**src/rtl/cam_i2c_target.sv**
```systemverilog
// I2C target for the camera-config master: 7-bit address, 16-bit register pointer, 8-bit data.
// Optional read path (RDATA/MACK) is enabled by defining CAM_I2C_TGT_READ_EN.
module cam_i2c_target #(
    parameter logic [6:0]  SLAVE_ADDR = 7'h36,
    parameter int unsigned FILT_LEN   = 3,
    parameter int unsigned HOLD_CYC   = 4
) (
    input  logic        clk,
    input  logic        reset_n,
    input  logic        scl_in,
    input  logic        sda_in,
    output logic        sda_oe,
    output logic        wr_en,
    output logic [15:0] reg_addr,
    output logic [7:0]  wr_data,
    input  logic [7:0]  rd_data,
    output logic        busy,
    output logic [3:0]  dbg_state
);

`ifdef CAM_I2C_TGT_READ_EN
    localparam bit READ_EN = 1'b1;
`else
    localparam bit READ_EN = 1'b0;
`endif

    localparam int FCW = $clog2(FILT_LEN + 1);
    localparam int HCW = $clog2(HOLD_CYC + 1);

    typedef enum logic [3:0] {
        IDLE      = 4'd0,
        ADDR      = 4'd1,
        ACK_ADDR  = 4'd2,
        REG_HI    = 4'd3,
        ACK_HI    = 4'd4,
        REG_LO    = 4'd5,
        ACK_LO    = 4'd6,
        WDATA     = 4'd7,
        ACK_WDATA = 4'd8,
        RDATA     = 4'd9,
        MACK      = 4'd10,
        IGNORE    = 4'd11
    } state_t;

    logic           r_scl_s1, r_scl_s2, r_sda_s1, r_sda_s2;
    logic           r_scl_f, r_sda_f, r_scl_fd, r_sda_fd;
    logic [FCW-1:0] r_scl_cnt, r_sda_cnt;

    state_t         r_state;
    logic [7:0]     r_shift;
    logic [3:0]     r_bit_cnt;
    logic [7:0]     r_ptr_hi;
    logic           r_oe_pend;
    logic [HCW-1:0] r_hold_cnt;
    logic [6:0]     r_tx;
    logic           r_reload;
    logic           r_mack;

    logic           w_scl_rise, w_scl_fall, w_start, w_stop;
    logic [7:0]     w_byte_in;

    assign dbg_state = r_state;

    // Lines idle high, so the synchronisers and filters come out of reset at 1.
    always_ff @(posedge clk or negedge reset_n) begin
        if (!reset_n) begin
            r_scl_s1  <= 1'b1;
            r_scl_s2  <= 1'b1;
            r_sda_s1  <= 1'b1;
            r_sda_s2  <= 1'b1;
            r_scl_f   <= 1'b1;
            r_sda_f   <= 1'b1;
            r_scl_fd  <= 1'b1;
            r_sda_fd  <= 1'b1;
            r_scl_cnt <= '0;
            r_sda_cnt <= '0;
        end else begin
            r_scl_s1 <= scl_in;
            r_scl_s2 <= r_scl_s1;
            r_sda_s1 <= sda_in;
            r_sda_s2 <= r_sda_s1;
            r_scl_fd <= r_scl_f;
            r_sda_fd <= r_sda_f;
            if (r_scl_s2 == r_scl_f) begin
                r_scl_cnt <= '0;
            end else if (r_scl_cnt == FCW'(FILT_LEN - 1)) begin
                r_scl_f   <= r_scl_s2;
                r_scl_cnt <= '0;
            end else begin
                r_scl_cnt <= r_scl_cnt + 1'b1;
            end
            if (r_sda_s2 == r_sda_f) begin
                r_sda_cnt <= '0;
            end else if (r_sda_cnt == FCW'(FILT_LEN - 1)) begin
                r_sda_f   <= r_sda_s2;
                r_sda_cnt <= '0;
            end else begin
                r_sda_cnt <= r_sda_cnt + 1'b1;
            end
        end
    end

    assign w_scl_rise = r_scl_f & ~r_scl_fd;
    assign w_scl_fall = ~r_scl_f & r_scl_fd;
    assign w_start    = ~r_sda_f & r_sda_fd & r_scl_f & r_scl_fd;
    assign w_stop     = r_sda_f & ~r_sda_fd & r_scl_f & r_scl_fd;
    assign w_byte_in  = {r_shift[6:0], r_sda_f};

    // Every SCL fall schedules the next sda_oe value (r_oe_pend) to take effect HOLD_CYC clocks later.
    always_ff @(posedge clk or negedge reset_n) begin
        if (!reset_n) begin
            r_state    <= IDLE;
            sda_oe     <= 1'b0;
            wr_en      <= 1'b0;
            reg_addr   <= 16'h0000;
            wr_data    <= 8'h00;
            busy       <= 1'b0;
            r_shift    <= 8'h00;
            r_bit_cnt  <= 4'd0;
            r_ptr_hi   <= 8'h00;
            r_oe_pend  <= 1'b0;
            r_hold_cnt <= '0;
            r_tx       <= 7'h00;
            r_reload   <= 1'b0;
            r_mack     <= 1'b0;
        end else begin
            wr_en <= 1'b0;
            if (wr_en) begin
                reg_addr <= reg_addr + 16'd1;
            end
            if (r_hold_cnt != '0) begin
                r_hold_cnt <= r_hold_cnt - 1'b1;
                if (r_hold_cnt == HCW'(1)) begin
                    // Read byte fetched late so rd_data has settled on the updated pointer.
                    if (r_reload) begin
                        r_tx     <= rd_data[6:0];
                        sda_oe   <= ~rd_data[7];
                        r_reload <= 1'b0;
                    end else begin
                        sda_oe <= r_oe_pend;
                    end
                end
            end

            if (w_stop) begin
                r_state    <= IDLE;
                sda_oe     <= 1'b0;
                busy       <= 1'b0;
                r_oe_pend  <= 1'b0;
                r_hold_cnt <= '0;
                r_reload   <= 1'b0;
            end else if (w_start) begin
                r_state    <= ADDR;
                r_bit_cnt  <= 4'd0;
                sda_oe     <= 1'b0;
                r_oe_pend  <= 1'b0;
                r_hold_cnt <= '0;
                r_reload   <= 1'b0;
            end else if (w_scl_rise) begin
                case (r_state)
                    ADDR, REG_HI, REG_LO, WDATA: begin
                        r_shift   <= w_byte_in;
                        r_bit_cnt <= r_bit_cnt + 4'd1;
                        if (r_state == WDATA && r_bit_cnt == 4'd7) begin
                            wr_en   <= 1'b1;
                            wr_data <= w_byte_in;
                        end
                    end
                    RDATA:   r_bit_cnt <= r_bit_cnt + 4'd1;
                    MACK:    r_mack <= ~r_sda_f;
                    default: ;
                endcase
            end else if (w_scl_fall) begin
                r_hold_cnt <= HCW'(HOLD_CYC);
                case (r_state)
                    ADDR: if (r_bit_cnt == 4'd8) begin
                        r_bit_cnt <= 4'd0;
                        if (r_shift[7:1] == SLAVE_ADDR) begin
                            busy <= 1'b1;
                            if (r_shift[0] && !READ_EN) begin
                                r_state   <= IGNORE;
                                r_oe_pend <= 1'b0;
                            end else begin
                                r_state   <= ACK_ADDR;
                                r_oe_pend <= 1'b1;
                            end
                        end else begin
                            r_state   <= IGNORE;
                            r_oe_pend <= 1'b0;
                        end
                    end
                    ACK_ADDR: begin
                        r_oe_pend <= 1'b0;
                        if (r_shift[0]) begin
                            r_state  <= RDATA;
                            r_reload <= 1'b1;
                        end else begin
                            r_state <= REG_HI;
                        end
                    end
                    REG_HI: if (r_bit_cnt == 4'd8) begin
                        r_state   <= ACK_HI;
                        r_ptr_hi  <= r_shift;
                        r_oe_pend <= 1'b1;
                        r_bit_cnt <= 4'd0;
                    end
                    ACK_HI: begin
                        r_state   <= REG_LO;
                        r_oe_pend <= 1'b0;
                    end
                    REG_LO: if (r_bit_cnt == 4'd8) begin
                        r_state   <= ACK_LO;
                        reg_addr  <= {r_ptr_hi, r_shift};
                        r_oe_pend <= 1'b1;
                        r_bit_cnt <= 4'd0;
                    end
                    ACK_LO, ACK_WDATA: begin
                        r_state   <= WDATA;
                        r_oe_pend <= 1'b0;
                    end
                    WDATA: if (r_bit_cnt == 4'd8) begin
                        r_state   <= ACK_WDATA;
                        r_oe_pend <= 1'b1;
                        r_bit_cnt <= 4'd0;
                    end
                    RDATA: begin
                        if (r_bit_cnt == 4'd8) begin
                            r_state   <= MACK;
                            r_oe_pend <= 1'b0;
                            r_bit_cnt <= 4'd0;
                        end else begin
                            r_oe_pend <= ~r_tx[6];
                            r_tx      <= {r_tx[5:0], 1'b0};
                        end
                    end
                    // The pointer moves past every byte sent, whether the master ACKs or NACKs it.
                    MACK: begin
                        reg_addr  <= reg_addr + 16'd1;
                        r_oe_pend <= 1'b0;
                        if (r_mack) begin
                            r_state   <= RDATA;
                            r_reload  <= 1'b1;
                            r_bit_cnt <= 4'd0;
                        end else begin
                            r_state <= IGNORE;
                        end
                    end
                    default: r_oe_pend <= 1'b0;
                endcase
            end
        end
    end

endmodule

```
**config.mk**
```make
export PLATFORM = sky130hd
export DESIGN_NAME = cam_i2c_target
export DESIGN_NICKNAME = d
export VERILOG_FILES = /design/src/rtl/cam_i2c_target.sv
export SDC_FILE = /design/constraint.sdc
export NUM_CORES = 1
export LEC_CHECK = 0
export BUFFER_PORTS_ARGS = -buffer_cell sky130_fd_sc_hd__buf_2
export CAP_MARGIN = 20
export CORE_MARGIN = 5
export CORE_UTILIZATION = 39
export CTS_CLUSTER_DIAMETER = 200
export DETAILED_ROUTE_END_ITERATION = 7
export GPL_ROUTABILITY_DRIVEN = 1
export PLACE_DENSITY = 0.66
export SYNTH_ARGS = -nofsm -noshare
export SYNTH_HDL_FRONTEND = slang
export SYNTH_SLANG_ARGS = --single-unit
```
**constraint.sdc**
```tcl
create_clock -name clk -period 2.87 [get_ports clk]
set_clock_uncertainty 0.2 [all_clocks]
set_input_delay 0.1435 -clock clk [delete_from_list [all_inputs] [get_ports clk]]
set_output_delay 0.1435 -clock clk [all_outputs]
set_load 0.1 [all_outputs]
```
==> metrics.txt <==
WL final ~10000 microns; top_reg_cell synth dfrtp_1; Max Fanout on Critical Path 13; drc violations 0; Core Util, Final 46.2%; row cnt 38; Mapped Cells 426; run status finished clean; IO Pins 43; crit path launch r_scl_fd$_DFF_PN1_; combinational power share 37.1%; P per Cell Area 737 mW/mm^2; post-DP HPWL about 7200 microns; fin. max-slew vios 0; WS Path Type flop to flop; Clk pin slew, worst setup/hold paths about 80 ps; number of flops mapped to enable cells by yosys 0; Lkg Pwr 2.29 nW; worst skew pair latency 360 ps; Die H 115 microns; post-synthesis sequential area ratio around 45%; Int Pwr approximately 0.0022 W; total CTS buffers 9; Fmax achieved 376 MHz; Ys Warns 0; Final Hold Fails 0; vias between 3000 and 4000; R2R depth 7; MaxCap Viol Count 0; Final TNS setup 0 ps; synthesized area per cell 10.0 sq um; Chip Width 115 microns; worst endpoint data arrival time 2680 ps; global-route wire length before repair 17200 microns; grt ovf 0; Sequential Power Share 40.2%; # setup viols final 0; startpoint types flop; Critical Path RT approximately 2900 ps; wire per inst 16.6 microns; share of cells above drive strength 1 roughly 24%; Clock Power Share roughly 23%; end of the worst register-to-register path r_tx[1]$_DFF_PN0_; total core area around 0.011 sq mm; P&R area growth vs syn 16.8%; initial DRC count 473; net count after synthesis 446; Final ANT Viol Nets 0; # port buffers 42; Starting Density roughly two fifths; register bit total from synthesis 76; Worst-Margin Slew 666 ps; vias in the first global route 3486; register-to-register path setup slack approximately 210 ps; Sw Share between 40% and 50%; clock sinks 76; Via density 5.60; worst-case clock buffer depth 2; Net Switching 0.00151 W; CTS tree done; die area 0.0131 sq mm; final net count 501; Worst slew margin a little under three fifths; count of cell types in the netlist 63; GPL Wtd Cong 0.865; ys async rst share 100%; hold path cells 0; total iterations of the first detailed-routing run 5; Final min period about 2700 ps; n_diodes 0; post-synthesis cell area ~0.0043 sq mm; largest net degree at the start of global routing 77; Root Driver clkbuf_8; R2R Path Start r_scl_fd$_DFF_PN1_; CTS H-tree depth 3; crit share post-route slightly above 90%; HP Start r_scl_s1$_DFF_PN1_; initial antenna violation count 0; Max IR drop VDD about 560 uV; unrepaired setup endpoints after global routing no; Hold EP r_scl_s2$_DFF_PN1_; GRT Overall Usage 16.2%; Min-Delay Path Class flop to flop; crit path capture type flop
[power by group through the flow]
| stage | Combinational (W) | Sequential [W] | Clock [W] |
|---|---|---|---|
| floorplan | 0.000898 | 0.00161 | 0 |
| global placement | 0.00132 | 0.00149 | 0 |
| detailed placement | 0.00133 | 0.00150 | 0 |
| CTS | 0.00135 | 0.00148 | 0.000864 |
| global route | 0.00149 | 0.00151 | 0.000903 |
| finish | 0.00136 | 0.00148 | 0.000834 |
[flip-flops by register name, summed over array words and instances, names as in the netlist, 2 cells and up]
register and flops:
wr_data 8, dbg_state 4, r_sda_cnt 2, r_scl_cnt 2
r_shift 8, reg_addr 16, r_ptr_hi 8, r_bit_cnt 4
r_hold_cnt 3, r_tx 7
[layout by cell type, fill, tap and decap left out, drive strengths merged, types with 6 or more instances in the layout]
cell,instances
nand3,10
clkbuf,9
xnor2,11
nor4,8
xor2,13
o31ai,7
a22oi,9
nand2,34
nand4,8
nor2,30
ha,8
nor3,12
o21ai,18
nand2b,6
a21oi,26
inv,17
mux2,29
dlygate4sd3,12
buf,55
dfrtp,68
dfstp,8
o22ai,9
a21o,6
mux2i,10
[per-stage QoR]
step	setup WS, ps	instances	power (W)	hold WS [ps]	cell area (sq um)
after floorplan	185	426	0.00250	-352	4270
after global placement	296	597	0.00281	49.3	4640
after detailed placement	231	597	0.00283	50.8	4640
after CTS	211	624	0.00370	159	4950
after global routing	90.2	626	0.00391	165	4990
final	209	626	0.00368	157	4990
[layout make-up]
cell class | count | area (sq um)
Tap cell | 140 | 175
Clock inverter | 7 | 76.3
Clock buffer | 9 | 124
Sequential cell | 76 | 1910
Timing Repair Buffer | 67 | 450
Inverter | 16 | 60.1
Fill cell | 1011 | 5810
Multi-Input combinational cell | 311 | 2190
[metal layers]
metal	part of all wire [%]	GRT usage, %	routed length [microns]	up-vias
met1	44	20.7	4580	1726
met4	1.0	3.88	107	0
met3	5.7	4.65	594	13
met5	0	0	0	-
li1	-	-	-	1658
met2	49	27.2	5100	107
[synth_stat cells (all sizes together) (6+ instances only)]
cell | count | area, sq um
nor4 | 8 | 50.1
a21oi | 26 | 130
buf | 8 | 51.3
nand3 | 10 | 62.6
dfstp | 8 | 210
nand4 | 8 | 50.1
inv | 16 | 60.1
nor2 | 30 | 115
o31ai | 7 | 52.6
nand2b | 6 | 37.5
xor2 | 13 | 121
nand2 | 34 | 135
mux2i | 10 | 100
xnor2 | 11 | 96.3
a22oi | 9 | 67.6
a21o | 6 | 45.0
clkbuf | 15 | 56.3
mux2 | 29 | 357
nor3 | 12 | 60.1
dfrtp | 68 | 1700
ha | 8 | 100
o22ai | 9 | 56.3
o21ai | 18 | 93.8
[how the worst max path moves through the flow]
stage	end	slack, ps	depth (start not counted)
5_1_grt	r_tx[4]$_DFF_PN0_	90	7
4_1_cts	r_tx[6]$_DFF_PN0_	210	7
3_5_place_dp	r_tx[6]$_DFF_PN0_	230	7
3_3_place_gp	wr_data[3]$_DFFE_PN0P_	300	4
6_report	r_tx[1]$_DFF_PN0_	210	7
2_1_floorplan	wr_data[0]$_DFFE_PN0P_	190	5
[cells by family (layout without fill, tap and decap cells)]
| kind of cell | Yosys count | in the layout | synth area share (%) |
|---|---|---|---|
| flip-flops | 76 | 76 | 44.8 |
| AND/OR/NAND/NOR | 138 | 138 | 17.3 |
| AO/OA/AOI/OAI | 102 | 102 | 15.8 |
| adder cells (fa/ha/maj) | 8 | 8 | 2.35 |
| multiplexers | 39 | 39 | 10.7 |
| buffers and inverters | 39 | 99 | 3.93 |
| XOR/XNOR | 24 | 24 | 5.10 |
[critical path, stage by stage, from the launching register on]
cell and delay, ps:
dfstp_2 570, inv_1 50, ha_1 310, and2b_1 360, o21ai_2 80, or4_1 730
nor2_1 170, a21oi_1 60
[what timing repair did]
item,in CTS,in global routing
buffers inserted,0,0
setup endpoints to repair,0,0
hold buffers,11,1
resized for setup,0,0
hold endpoints to repair,78,4
No activity file was read; power rests on OpenSTA's default activity.
